$ cat src/rtl/mpc_pkg.sv
// Shared types for the MPC constraint-vector read side.
// Q16.16 entry type, saturated bound constant and reader FSM states.
package mpc_pkg;

    typedef logic signed [31:0] q16_16_t;

    localparam q16_16_t Q16_MAX = 32'h7FFF_FFFF;

    // Total reads allowed between BRAM issue and stream output.
    localparam int CREDITS = 2;

    typedef enum logic [1:0] {
        ST_IDLE,
        ST_READ,
        ST_DRAIN,
        ST_DONE
    } rd_state_e;

endpackage

$ cat src/rtl/mpc_skid_fifo2.sv
// Two-entry valid/ready buffer between the BRAM read port and the stream.
// Ports: ap_clk/ap_rst_n, in_valid/in_data push side, out_* pop side,
// pop (transfer this cycle) and level (entries held) for the credit logic.
module mpc_skid_fifo2 #(
    parameter int W = 33
) (
    input  logic         ap_clk,
    input  logic         ap_rst_n,
    input  logic         in_valid,
    input  logic [W-1:0] in_data,
    output logic         out_valid,
    input  logic         out_ready,
    output logic [W-1:0] out_data,
    output logic         pop,
    output logic [1:0]   level
);

    logic [W-1:0] mem [2];
    logic         wr_ptr;
    logic         rd_ptr;
    logic         push;

    assign out_valid = (level != 2'd0);
    assign out_data  = mem[rd_ptr];
    assign pop       = out_valid && out_ready;
    // The upstream credit check keeps this from ever being full on a push;
    // the guard only protects the stored entries.
    assign push      = in_valid && ((level != 2'd2) || pop);

    always_ff @(posedge ap_clk or negedge ap_rst_n) begin
        if (!ap_rst_n) begin
            mem[0] <= '0;
            mem[1] <= '0;
            wr_ptr <= 1'b0;
            rd_ptr <= 1'b0;
            level  <= 2'd0;
        end else begin
            if (push) begin
                mem[wr_ptr] <= in_data;
                wr_ptr      <= ~wr_ptr;
            end
            if (pop) begin
                rd_ptr <= ~rd_ptr;
            end
            unique case ({push, pop})
                2'b10:   level <= level + 2'd1;
                2'b01:   level <= level - 2'd1;
                default: level <= level;
            endcase
        end
    end

endmodule

$ cat src/rtl/mpc_constraint_vec_reader.sv
// Streams a slice of h[] out of its BRAM and tracks the signed minimum.
// Ports: ap_* start/done handshake, base_addr/count slice, h_* BRAM read
// port, out_* valid/ready stream with last marker, min_val result.
module mpc_constraint_vec_reader
    import mpc_pkg::*;
#(
    parameter int ADDR_W = 5,
    parameter int DATA_W = 32
) (
    input  logic              ap_clk,
    input  logic              ap_rst_n,
    input  logic              ap_start,
    output logic              ap_done,
    output logic              ap_idle,
    output logic              ap_ready,
    input  logic [ADDR_W-1:0] base_addr,
    input  logic [ADDR_W:0]   count,
    output logic [ADDR_W-1:0] h_address0,
    output logic              h_ce0,
    input  logic [DATA_W-1:0] h_q0,
    output logic [DATA_W-1:0] out_data,
    output logic              out_valid,
    input  logic              out_ready,
    output logic              out_last,
    output logic [DATA_W-1:0] min_val
);

    rd_state_e         state;
    rd_state_e         state_nx;
    logic [ADDR_W-1:0] rd_addr;
    logic [ADDR_W:0]   issue_left;
    logic              inflight;
    logic              inflight_last;
    logic              start_acc;
    logic              issue;
    logic              issue_last;
    logic              pop;
    logic [1:0]        level;
    logic [1:0]        occ_after;
    logic [1:0]        credit_used;

    // Occupancy is taken after this cycle's pop so the stream can run at
    // one entry per cycle with one read always in flight.
    assign occ_after   = level - {1'b0, pop};
    assign credit_used = occ_after + {1'b0, inflight};
    assign issue_last  = (issue_left == {{ADDR_W{1'b0}}, 1'b1});
    assign start_acc   = (state == ST_IDLE) && ap_start;

    assign h_address0 = rd_addr;
    assign h_ce0      = issue;
    assign ap_idle    = (state == ST_IDLE) && !ap_start;

    always_comb begin
        state_nx = state;
        issue    = 1'b0;
        ap_done  = 1'b0;
        ap_ready = 1'b0;
        unique case (state)
            ST_IDLE: begin
                if (ap_start) begin
                    if (count != '0) state_nx = ST_READ;
                    else             state_nx = ST_DONE;
                end
            end
            ST_READ: begin
                issue = (issue_left != '0) &&
                        (credit_used < 2'(CREDITS));
                if (issue && issue_last) state_nx = ST_DRAIN;
            end
            ST_DRAIN: begin
                if (!inflight && (occ_after == 2'd0)) begin
                    state_nx = ST_DONE;
                end
            end
            ST_DONE: begin
                ap_done  = 1'b1;
                ap_ready = 1'b1;
                state_nx = ST_IDLE;
            end
            default: state_nx = ST_IDLE;
        endcase
    end

    always_ff @(posedge ap_clk or negedge ap_rst_n) begin
        if (!ap_rst_n) begin
            state <= ST_IDLE;
        end else begin
            state <= state_nx;
        end
    end

    always_ff @(posedge ap_clk or negedge ap_rst_n) begin
        if (!ap_rst_n) begin
            rd_addr       <= '0;
            issue_left    <= '0;
            inflight      <= 1'b0;
            inflight_last <= 1'b0;
        end else begin
            if (start_acc) begin
                rd_addr    <= base_addr;
                issue_left <= count;
            end else if (issue) begin
                // Natural wrap modulo 2**ADDR_W.
                rd_addr    <= rd_addr + 1'b1;
                issue_left <= issue_left - 1'b1;
            end
            inflight      <= issue;
            inflight_last <= issue && issue_last;
        end
    end

    always_ff @(posedge ap_clk or negedge ap_rst_n) begin
        if (!ap_rst_n) begin
            min_val <= DATA_W'(Q16_MAX);
        end else if (start_acc) begin
            min_val <= DATA_W'(Q16_MAX);
        end else if (pop && ($signed(out_data) < $signed(min_val))) begin
            min_val <= out_data;
        end
    end

    mpc_skid_fifo2 #(
        .W(DATA_W + 1)
    ) u_fifo (
        .ap_clk    (ap_clk),
        .ap_rst_n  (ap_rst_n),
        .in_valid  (inflight),
        .in_data   ({inflight_last, h_q0}),
        .out_valid (out_valid),
        .out_ready (out_ready),
        .out_data  ({out_last, out_data}),
        .pop       (pop),
        .level     (level)
    );

endmodule

$ cat config.mk
export PLATFORM = sky130hd
export DESIGN_NAME = mpc_constraint_vec_reader
export DESIGN_NICKNAME = d
export VERILOG_FILES = /design/src/rtl/mpc_pkg.sv /design/src/rtl/mpc_skid_fifo2.sv /design/src/rtl/mpc_constraint_vec_reader.sv
export SDC_FILE = /design/constraint.sdc
export NUM_CORES = 1
export LEC_CHECK = 0
export ABC_CLOCK_PERIOD_IN_PS = 3150
export CORE_UTILIZATION = 38
export DETAILED_ROUTE_END_ITERATION = 12
export DONT_BUFFER_PORTS = 1
export PLACE_DENSITY = 0.55
export RECOVER_POWER = 100
export SYNTH_ARGS = -nofsm -noshare
export SYNTH_HDL_FRONTEND = slang
export SYNTH_SLANG_ARGS = --single-unit
$ cat constraint.sdc
create_clock -name ap_clk -period 3.15 [get_ports ap_clk]
set_clock_uncertainty 0.05 [all_clocks]
set_input_delay 0 -clock ap_clk [delete_from_list [all_inputs] [get_ports ap_clk]]
set_output_delay 0 -clock ap_clk [all_outputs]
set_load 0.03 [all_outputs]
## Yosys cells after proc, flatten, opt, wreduce, memory -nomap -nowiden

Index checks and enable logic that the tools add are counted.

| storage, ports and cells | value |
|---|---|
| register bits after elaboration | 117 |
| input port bits | 47 |
| logic and storage cells | 78 |

| cells by class | value |
|---|---|
| add/sub/neg operators | 6 |
| order comparisons | 5 |
| equal/unequal tests | 10 |
| mux-type cells | 20 |
| bitwise logic cells | 4 |
| reduce and logical (&&, ||, !) cells | 22 |

Operators by type and width:

| kind | number |
|---|---|
| 2-to-1 mux 33 bit | 4 |
| bitwise mux 66 bit | 1 |
| 2-to-1 mux 32 bit | 2 |
| demux 33 bit (select 1 bit) | 1 |
| < comparator 32 bit | 1 |
| 2-to-1 mux 6 bit | 2 |
| nonzero test 6 bit | 2 |
| logical AND 1 bit | 10 |
| 2-to-1 mux 5 bit | 2 |
| 2-to-1 mux 2 bit | 4 |
| != test 2 bit (second input constant) | 4 |
| case mux 2 bit (4 select lines) | 1 |
| nonzero test 2 bit | 4 |
| equality test 2 bit (second input constant) | 3 |
| equality test 6 x 1 -> 1 bit (second input constant) | 1 |
| subtractor 6 x 1 -> 6 bit (second input constant) | 1 |
| adder 5 x 1 -> 5 bit (second input constant) | 1 |
| equality test 2 x 1 -> 1 bit (second input constant) | 2 |
| greater-or-equal comparator 2 bit (second input constant) | 2 |
| logical NOT 2 bit | 2 |
| inverter 1 -> 2 bit | 2 |
| case mux 2 bit (2 select lines) | 1 |
| AND reduction 3 bit | 1 |
| adder 2 x 1 -> 2 bit | 1 |
| other kinds (9) | 12 |

## Depth between registers and ports, before layout

Gate-level depths: netlist (run 1).

| logic depth | value |
|---|---|
| depth in word-level cells | 9 |
| mapped depth | 13 |

## Hierarchy

A second synthesis (run 1) with hierarchy kept.

| second synthesis, totals | value |
|---|---|
| cell total of the unflattened synthesis | 520 |
| area total of the unflattened synthesis | 6244.7 um2 |

Modules (own cells, without submodules):

| module | times used | cells each | area each (um2) | sequential area each (um2) |
|---|---|---|---|---|
| mpc_constraint_vec_reader | 1 | 327 | 3160.5 | 1214.9 |
| mpc_skid_fifo2 | 1 | 193 | 3084.2 | 1751.7 |

## Worst setup path before layout (run 1)

OpenSTA, ideal clock, no wires.

| timing | value |
|---|---|
| kind | reg2reg |
| start point | reg u_fifo.rd_ptr |
| end point | reg min_val[0] |
| setup time | 75 ps |
| arrival | 3311 ps |
| slack | -286 ps |
| stages on the path, launching flop included | 13 |
| buffers on the path | 3 |
| path through | dfrtp_1 buf_4 clkbuf_1 mux2_2 ha_1 a2111oi_0 o21ai_1 o22ai_1 o21ai_0 a31oi_4 mux2i_2 buf_6 mux2i_1 |

| on the way | value |
|---|---|
| longest elaborated chain between the ends | 7 |
| elaborated cells on any way between the ends | 9 |
| those cells by class | order compare (1); mux (5); bitwise (1); reduce/logical (2) |

Ends and longest elaborated chain:

| item | line | source |
|---|---|---|
| from (decl) | mpc_skid_fifo2.sv:20 | `logic rd_ptr;` |
| from (signal assigned) | mpc_skid_fifo2.sv:43 | `rd_ptr <= ~rd_ptr;` |
| inverter 1 -> 2 bit (not written as such) | mpc_skid_fifo2.sv:24 | `assign out_data = mem[rd_ptr];` |
| 2-to-1 mux 33 bit (not written as such) (3 in a row) | mpc_skid_fifo2.sv:24 |  |
| via out_data[23] | mpc_constraint_vec_reader.sv:21 | `output logic [DATA_W-1:0] out_data,` |
| < comparator 32 bit | mpc_constraint_vec_reader.sv:117 | `end else if (pop && ($signed(out_data) < $signed(min_val))) begin` |
| logical AND 1 bit | mpc_constraint_vec_reader.sv:117 |  |
| nonzero test 2 bit (no line) | -- |  |
| to (signal assigned) | mpc_constraint_vec_reader.sv:114 | `min_val <= DATA_W'(Q16_MAX);` |
| to (signal assigned) | mpc_constraint_vec_reader.sv:116 | `min_val <= DATA_W'(Q16_MAX);` |
| to (signal assigned) | mpc_constraint_vec_reader.sv:118 | `min_val <= out_data;` |
| to (decl) | mpc_constraint_vec_reader.sv:25 | `output logic [DATA_W-1:0] min_val` |

The timed path passes the listed nets, and every way through them passes these cells. The select of a mux whose other input is x is not followed.
A chain may end at the register's enable or synchronous reset.

## Final worst setup path (run 1)

| timing | value |
|---|---|
| start point | reg u_fifo.rd_ptr |
| end point | reg min_val[8] |

| on the way | value |
|---|---|
| longest elaborated chain between the ends | 7 |
| elaborated cells on any way between the ends | 9 |
| those cells by class | order compare (1); mux (5); bitwise (1); reduce/logical (2) |

Ends and longest elaborated chain:

| item | line |
|---|---|
| inverter 1 -> 2 bit (not written as such) * | mpc_skid_fifo2.sv:24 |
| 2-to-1 mux 33 bit (not written as such) * (3 in a row) | mpc_skid_fifo2.sv:24 |
| < comparator 32 bit | mpc_constraint_vec_reader.sv:117 |
| logical AND 1 bit | mpc_constraint_vec_reader.sv:117 |
| nonzero test 2 bit (no line) | -- |

Mark *: on every way between the ends. The rest lies on a longest branch, timed or not. The select of a mux whose other input is x is not followed.

==> results of run 1 <==
state kept, by name (all words and copies together), names as in the netlist:
register       flops
u_fifo.mem        66
min_val           32
issue_left         6
h_address0         5
state              2
u_fifo.level       2
inflight           1
inflight_last      1
u_fifo.rd_ptr      1
u_fifo.wr_ptr      1
stage by stage:
step	hold slack, ps	std cells	util [%]	TNS [ps]
after global routing	87.16	887	52.58	-5304
after CTS	78.15	882	50.92	-3046
after global placement	-341.0	789	42.87	-1027
final	75.51	887	52.58	-1632
after floorplan	-345.6	547	-	0
after detailed placement	-339.9	789	42.87	-5630
cells by family after synthesis:
group,after synthesis,synth area share (%)
muxes,133,23.49
and+or+nand+nor,125,8.510
DFF,117,47.81
buffers and inverters,65,4.476
AOI/OAI and AO/OA,49,4.981
adders and majority gates,42,8.469
xor gates and xnor gates,16,2.258
metal layers:
layer,share of wire (%),up-vias,GRT usage [%]
met5,0,-,0
met4,1.3,0,7.182
met3,6.6,19,6.929
met2,49,102,32.71
met1,43,2174,22.61
li1,-,2110,-
cells in the mapped netlist, types with 4 or more instances:
library cell / n
a21oi_1: 13
dfstp_2: 31
nor4_1: 4
mux2_2: 95
mux2i_1: 34
clkbuf_1: 15
ha_1: 42
o21ai_0: 9
dfrtp_1: 86
inv_1: 39
o21ai_1: 8
xnor2_1: 11
a21o_1: 7
nand2_1: 28
nand4_1: 5
nor2_1: 73
xor2_1: 5
timing repair:
item                                   4_1_cts  5_1_grt
pin swaps                                    3       11
setup endpoints to repair                   31       33
buffers inserted                             9        4
endpoints found under the hold margin      197        0
hold buffers                                50        0
cloned                                       2        2
gates resized for setup                      7       41
cell type report:
cell class	instances	area, um2
clock buffers	22	464.2
clock inverters	10	152.6
fillers	1403	7532
inverters	42	157.7
multi-input cells	365	3186
flip-flops and latches	117	2968
well taps	216	270.3
repair buffers	115	1155
worst max-delay path, stage by stage (launching register included):
cell       delay (ps)
dfrtp_2           440
buf_6             140
clkbuf_16         150
mux2_4            320
ha_4              240
a2111oi_4         300
o21ai_1           140
o22ai_2           150
o211ai_1          170
a31oi_4           240
mux2i_4           310
buf_6             150
buf_12            130
mux2i_2           240
how the worst min path moves through the flow:
| stage | slack, ps | to | cells past startpoint | from |
|---|---|---|---|---|
| global placement | -340 | u_fifo.mem[12] | 0 | ap_rst_n |
| finish | 80 | ap_idle | 1 | ap_start |
| floorplan | -350 | h_address0[0] | 0 | ap_rst_n |
| global route | 90 | ap_idle | 1 | ap_start |
| CTS | 80 | ap_idle | 1 | ap_start |
| detailed placement | -340 | u_fifo.mem[12] | 0 | ap_rst_n |
==> impl_metrics.py, run 1 <==
metrics = {
    "detailed_routing": {
        "vias_per_cell": 4.966,
        "avgRoutedWirePerCell_um": 17.93,
        "wl_um": 15910,
        "drt_iter0_markers": 218,
        "vias": 4405,
        "final_antenna_net_count": 0,
        "dr.pass1.iters": 4,
        "route.detailed.drc": 0,
    },
    "global_route": {
        "grt_pass1_vias": 4647,
        "overflow": 0,
        "grtUsageTotal_pct": 19.38,
        "grt_pass1_wl_um": 24230,
        "antenna_found_initial": 0,
        "grt_max_degree": 118,
    },
    "synth": {
        "synthArstFlopShare_pct": 100.0,
        "synth.avg_cell_area_um2": 11.34,
        "synth_area_um2": 6205,
        "synth_edf_count": 0,
        "ys_types": 41,
        "yosysSeqAreaShare_pct": 47.81,
        "syn_nets": 636,
        "yosys_warnings": 0,
        "yosys.area.top_type": "dfrtp_1",
        "synth_cells": 547,
        "synth_ff_type": "dfrtp_1",
        "synth_top_area_share_pct": 34.68,
        "synth-seq-cells": 117,
        "synth_area_leaders": "dfrtp_1 35%, mux2_2 17%, dfstp_2 13%, ha_1 8.5%, mux2i_1 5.5%",
    },
    "timing": {
        "finalMaxSlewViolations": 118,
        "rsz0062_at_grt": "true",
        "max_freq_mhz": 306.5,
        "worst_slew_pin_slew_ps": 1629,
        "slew-limit-headroom_pct": -8.570,
        "setup_viol": 25,
        "period_needed_ps": 3263,
        "fin_crit_sh_pct": 103.6,
        "finalHoldViolCount": 0,
        "fin_ws_ps": -112.6,
    },
    "placement": {
        "place_congestion": 0.7778,
        "port_buffers": 0,
        "dpl_cell_area_um2": 6810,
        "place_ws_ps": -205.6,
        "dp_hpwl_um": 10300,
    },
    "final_layout": {
        "drive_gt1_share_pct": 37.41,
        "nNetsFinal": 747,
        "syn_to_final_growth_pct": 34.62,
        "final_area_um2": 8353,
        "final_cell_mix": "89 x mux2_2, 85 x dfrtp_1, 72 x nor2_1",
        "antenna_cells": 0,
        "final_common_cell": "mux2_2",
    },
    "setup_path": {
        "worstSetupStartpoint": "u_fifo.rd_ptr",
        "critical_path.startpoint_type": "flip-flop",
        "worstRegToRegCells": 13,
        "reg2reg_from": "u_fifo.rd_ptr",
        "end_kind": "flip-flop",
        "critical_path_class": "reg2reg",
        "r2r_end": "min_val[8]",
        "critical_path_required_ps": 3430,
        "crit_fanout": 8,
        "critPathCapture": "min_val[8]",
        "rrSetupSlack_ps": -110,
        "cp.arrival_ps": 3540,
    },
    "clock_tree": {
        "clkSlewWorstSetupHoldPaths_ps": 50,
        "clk_latency_ps": 420,
        "clock_path_buffers": 2,
        "clock_sinks": 117,
        "cts_tree": "yes",
        "ctsRootBufferMaster": "clkbuf_16",
        "cts_max_level": 4,
        "cts_buffers": 17,
    },
    "floorplanning": {
        "die_area_um2": 16840,
        "core_um2": 15890,
        "start_util_pct": 39.06,
        "num_io_pins": 122,
        "die_y_um": 129.8,
        "die_x_um": 129.8,
        "rows": 46,
    },
    "outcome": {
        "violations": "max-capacitance violations, max-slew violations, negative setup slack",
        "outcome": "finished with violations",
    },
    "run": {
        "maxCapViolCount": 1,
    },
    "min_path": {
        "hold_class": "in2out",
    },
}
Power of run 1 is not shown: default switching activity piles up to over one toggle a cycle in this logic, so the estimate is an artifact.
==> run 2, diff against run 1 <==
--- a/config.mk
+++ b/config.mk
@@ -9,8 +9,10 @@
 export CORE_UTILIZATION = 38
 export DETAILED_ROUTE_END_ITERATION = 12
 export DONT_BUFFER_PORTS = 1
-export PLACE_DENSITY = 0.55
+export GPL_TIMING_DRIVEN = 0
+export PLACE_DENSITY_LB_ADDON = 0.12
 export RECOVER_POWER = 100
 export SYNTH_ARGS = -nofsm -noshare
 export SYNTH_HDL_FRONTEND = slang
+export SYNTH_HIERARCHICAL = 1
 export SYNTH_SLANG_ARGS = --single-unit
==> run 2 against run 1 <==
Against the previous run: synthesized cell count shrank 4.9%; the run still ends with max-capacitance violations, max-slew violations, negative setup slack left; global-route usage decreased by 0.34 points; clock-buffer cell count unchanged; critical path type unchanged; die area grew 0.64%; synthesized area grew 0.65%; sequential share of layout area increased by 2.2 points.
==> impl_metrics.py, run 2 <==
metrics = {
    "timing": {
        "slew-limit-headroom_pct": -9.385,
        "fin_ws_ps": -37.43,
        "finalMaxSlewViolations": 118,
        "period_needed_ps": 3187,
        "max_freq_mhz": 313.7,
        "finalHoldViolCount": 0,
        "rsz0062_at_grt": "true",
        "fin_crit_sh_pct": 101.2,
        "worst_slew_pin_slew_ps": 1641,
        "setup_viol": 32,
        "hold_ws_ps": 73.29,
    },
    "final_layout": {
        "final_cell_mix": "86 x dfrtp_1, 76 x mux2_2, 45 x dlygate4sd3_1",
        "nNetsFinal": 685,
        "multi_input_area_um2": 3095,
        "syn_to_final_growth_pct": 25.97,
        "num-fill-cells": 1454,
        "drive_gt1_share_pct": 30.10,
        "top_register": "u_fifo/mem",
        "final_common_cell": "dfrtp_1",
        "final_area_um2": 7866,
        "antenna_cells": 0,
        "final_cells": 824,
        "largest_reg_flops": 66,
        "seq_area_um2": 2967,
        "top_regs": "u_fifo/mem x66, min_val x32, issue_left x6",
    },
    "placement": {
        "dp_hpwl_um": 10560,
        "dp_cells": 736,
        "dpl_cell_area_um2": 6521,
        "port_buffers": 0,
        "place_congestion": 0.7605,
    },
    "setup_path": {
        "crit_top_cell": "a211o_1",
        "crit_fanout": 10,
        "r2r_end": "min_val[16]",
        "worstSetupStartpoint": "u_fifo/rd_ptr",
        "reg2reg_from": "u_fifo/rd_ptr",
        "crit_path_max_incr_delay_ps": 450,
        "crit_family": "compound AO/OA/AOI/OAI gates",
        "path_depth": 12,
        "critical_path_class": "reg2reg",
        "worstPathCellList": "buf_8 > buf_12 > mux2_4 > ha_4 > a211o_1 > a31oi_2 > o21ai_1 > a211o_1 > a311o_2 > buf_6 > nand4_1 > o31a_1",
        "worstRegToRegCells": 12,
        "crit_buf_inv": 3,
        "critical_path.startpoint_type": "flip-flop",
        "critPathCapture": "min_val[16]",
        "rrSetupSlack_ps": -40,
        "cp.arrival_ps": 3490,
        "end_kind": "flip-flop",
        "slowest_stage": "a311o_2",
        "critical_path_required_ps": 3450,
    },
    "floorplanning": {
        "start_util_pct": 39.17,
        "core_um2": 15940,
        "die_y_um": 130.2,
        "num_io_pins": 122,
        "die_x_um": 130.2,
        "die_area_um2": 16950,
        "rows": 46,
    },
    "global_route": {
        "antenna_found_initial": 0,
        "grtUsageTotal_pct": 19.03,
        "overflow": 0,
        "grt_max_degree": 118,
        "grt_pass1_vias": 4570,
        "grt_pass1_wl_um": 24030,
    },
    "detailed_routing": {
        "dr.pass1.iters": 4,
        "route.detailed.drc": 0,
        "drt_iter0_markers": 142,
        "wl_um": 15300,
        "avgRoutedWirePerCell_um": 18.57,
        "vias": 4342,
        "final_antenna_net_count": 0,
        "vias_per_cell": 5.269,
    },
    "synth": {
        "yosys_warnings": 6,
        "synth.avg_cell_area_um2": 12.01,
        "synthArstFlopShare_pct": 100.0,
        "yosysSeqAreaShare_pct": 47.51,
        "synthTopCellsByCount": "92 x mux2_2, 86 x dfrtp_1, 42 x ha_1",
        "synth_cells": 520,
        "synth_top_area_share_pct": 34.46,
        "yosysMostFrequentCell": "mux2_2",
        "syn_nets": 609,
        "synth_area_um2": 6245,
        "synth_ff_type": "dfrtp_1",
        "synth_edf_count": 0,
        "yosys.area.top_type": "dfrtp_1",
        "synth_area_leaders": "dfrtp_1 34%, mux2_2 17%, dfstp_2 13%, ha_1 8.4%, o31a_1 4.3%",
        "synth-seq-cells": 117,
        "ys_types": 46,
    },
    "clock_tree": {
        "ctsRootBufferMaster": "clkbuf_16",
        "cts_tree": "yes",
        "cts_max_level": 4,
        "clock_path_buffers": 2,
        "clkSlewWorstSetupHoldPaths_ps": 50,
        "clock_sinks": 117,
        "clk_latency_ps": 420,
        "cts_buffers": 17,
    },
    "run": {
        "maxCapViolCount": 1,
    },
    "min_path": {
        "hold_class": "in2reg",
    },
    "outcome": {
        "outcome": "finished with violations",
        "violations": "max-capacitance violations, max-slew violations, negative setup slack",
    },
}
==> run 2: changes by cell type after synthesis, sizes merged, moves of 3 or more <==
cell and delta:
a21o -4, o21ai -3, xor2 +3, buf +9
nor2 -62, mux2i -33, o31a +31, nand4 +32
clkbuf -4, inv -3
==> run 2: layout make-up <==
| cell class | count | area share (%) |
|---|---|---|
| Timing Repair inverter | 1 | 0.06362 |
| Sequential cell | 117 | 37.71 |
| Multi-Input combinational cell | 335 | 39.35 |
| Timing Repair Buffer | 57 | 6.919 |
| Inverter | 40 | 1.972 |
| Tap cell | 216 | 3.436 |
| Buffer | 27 | 3.022 |
| Clock inverter | 9 | 1.622 |
| Clock buffer | 22 | 5.901 |
==> run 2: what timing repair did <==
item,4_1_cts,5_1_grt
endpoints found under the setup margin,37,35
cloned,0,1
setup buffers,6,5
gates resized for setup,37,21
pin swaps,8,7
endpoints found under the hold margin,195,0
hold buffers,46,0
==> run 2: kinds of logic (layout without fill, tap and decap cells) <==
kind of cell	after synthesis	count (layout)	share of synthesized area, %
flip-flops	117	117	47.51
multiplexers	101	101	18.17
AND/OR/NAND/NOR	100	100	9.157
AO/OA/AOI/OAI	75	75	8.896
buffers and inverters	68	156	5.350
adder cells (fa/ha/maj)	42	42	8.415
XOR/XNOR	17	17	2.505
==> run 2: through the flow <==
stage	setup WS, ps	util (%)	setup TNS, ps
2_1_floorplan	46.51	-	0
4_1_cts	-61.27	48.81	-1279
3_5_place_dp	-531.8	40.90	-16540
5_1_grt	-157.4	49.34	-4507
3_3_place_gp	-470.0	40.90	-14520
6_report	-37.43	49.34	-796.2
==> run 2: worst min-delay path by stage <==
stage | start | endpoint | cells after the start
6_report | ap_start | min_val[8] | 3
3_3_place_gp | ap_rst_n | u_fifo/mem[9] | 0
3_5_place_dp | ap_rst_n | u_fifo/mem[42] | 0
2_1_floorplan | ap_rst_n | h_address0[0] | 0
5_1_grt | ap_start | ap_idle | 1
4_1_cts | ap_start | min_val[4] | 3
==> run 2: per-layer routing <==
layer  vias up  wire [um]  GRT usage, %  share of wire, %
met5         -          0             0                 0
met4         0        237         7.182               1.5
met3        19       1225         7.052               8.0
met2       121       7419         31.66                48
met1      2172       6418         22.33                42
li1       2030          -             -                 -
==> run 2: worst min-delay path, stage by stage <==
cell	delay (ps)
nand2_1	290
nand4_1	140
o31a_1	110
Power of run 2 is left out for the same reason.
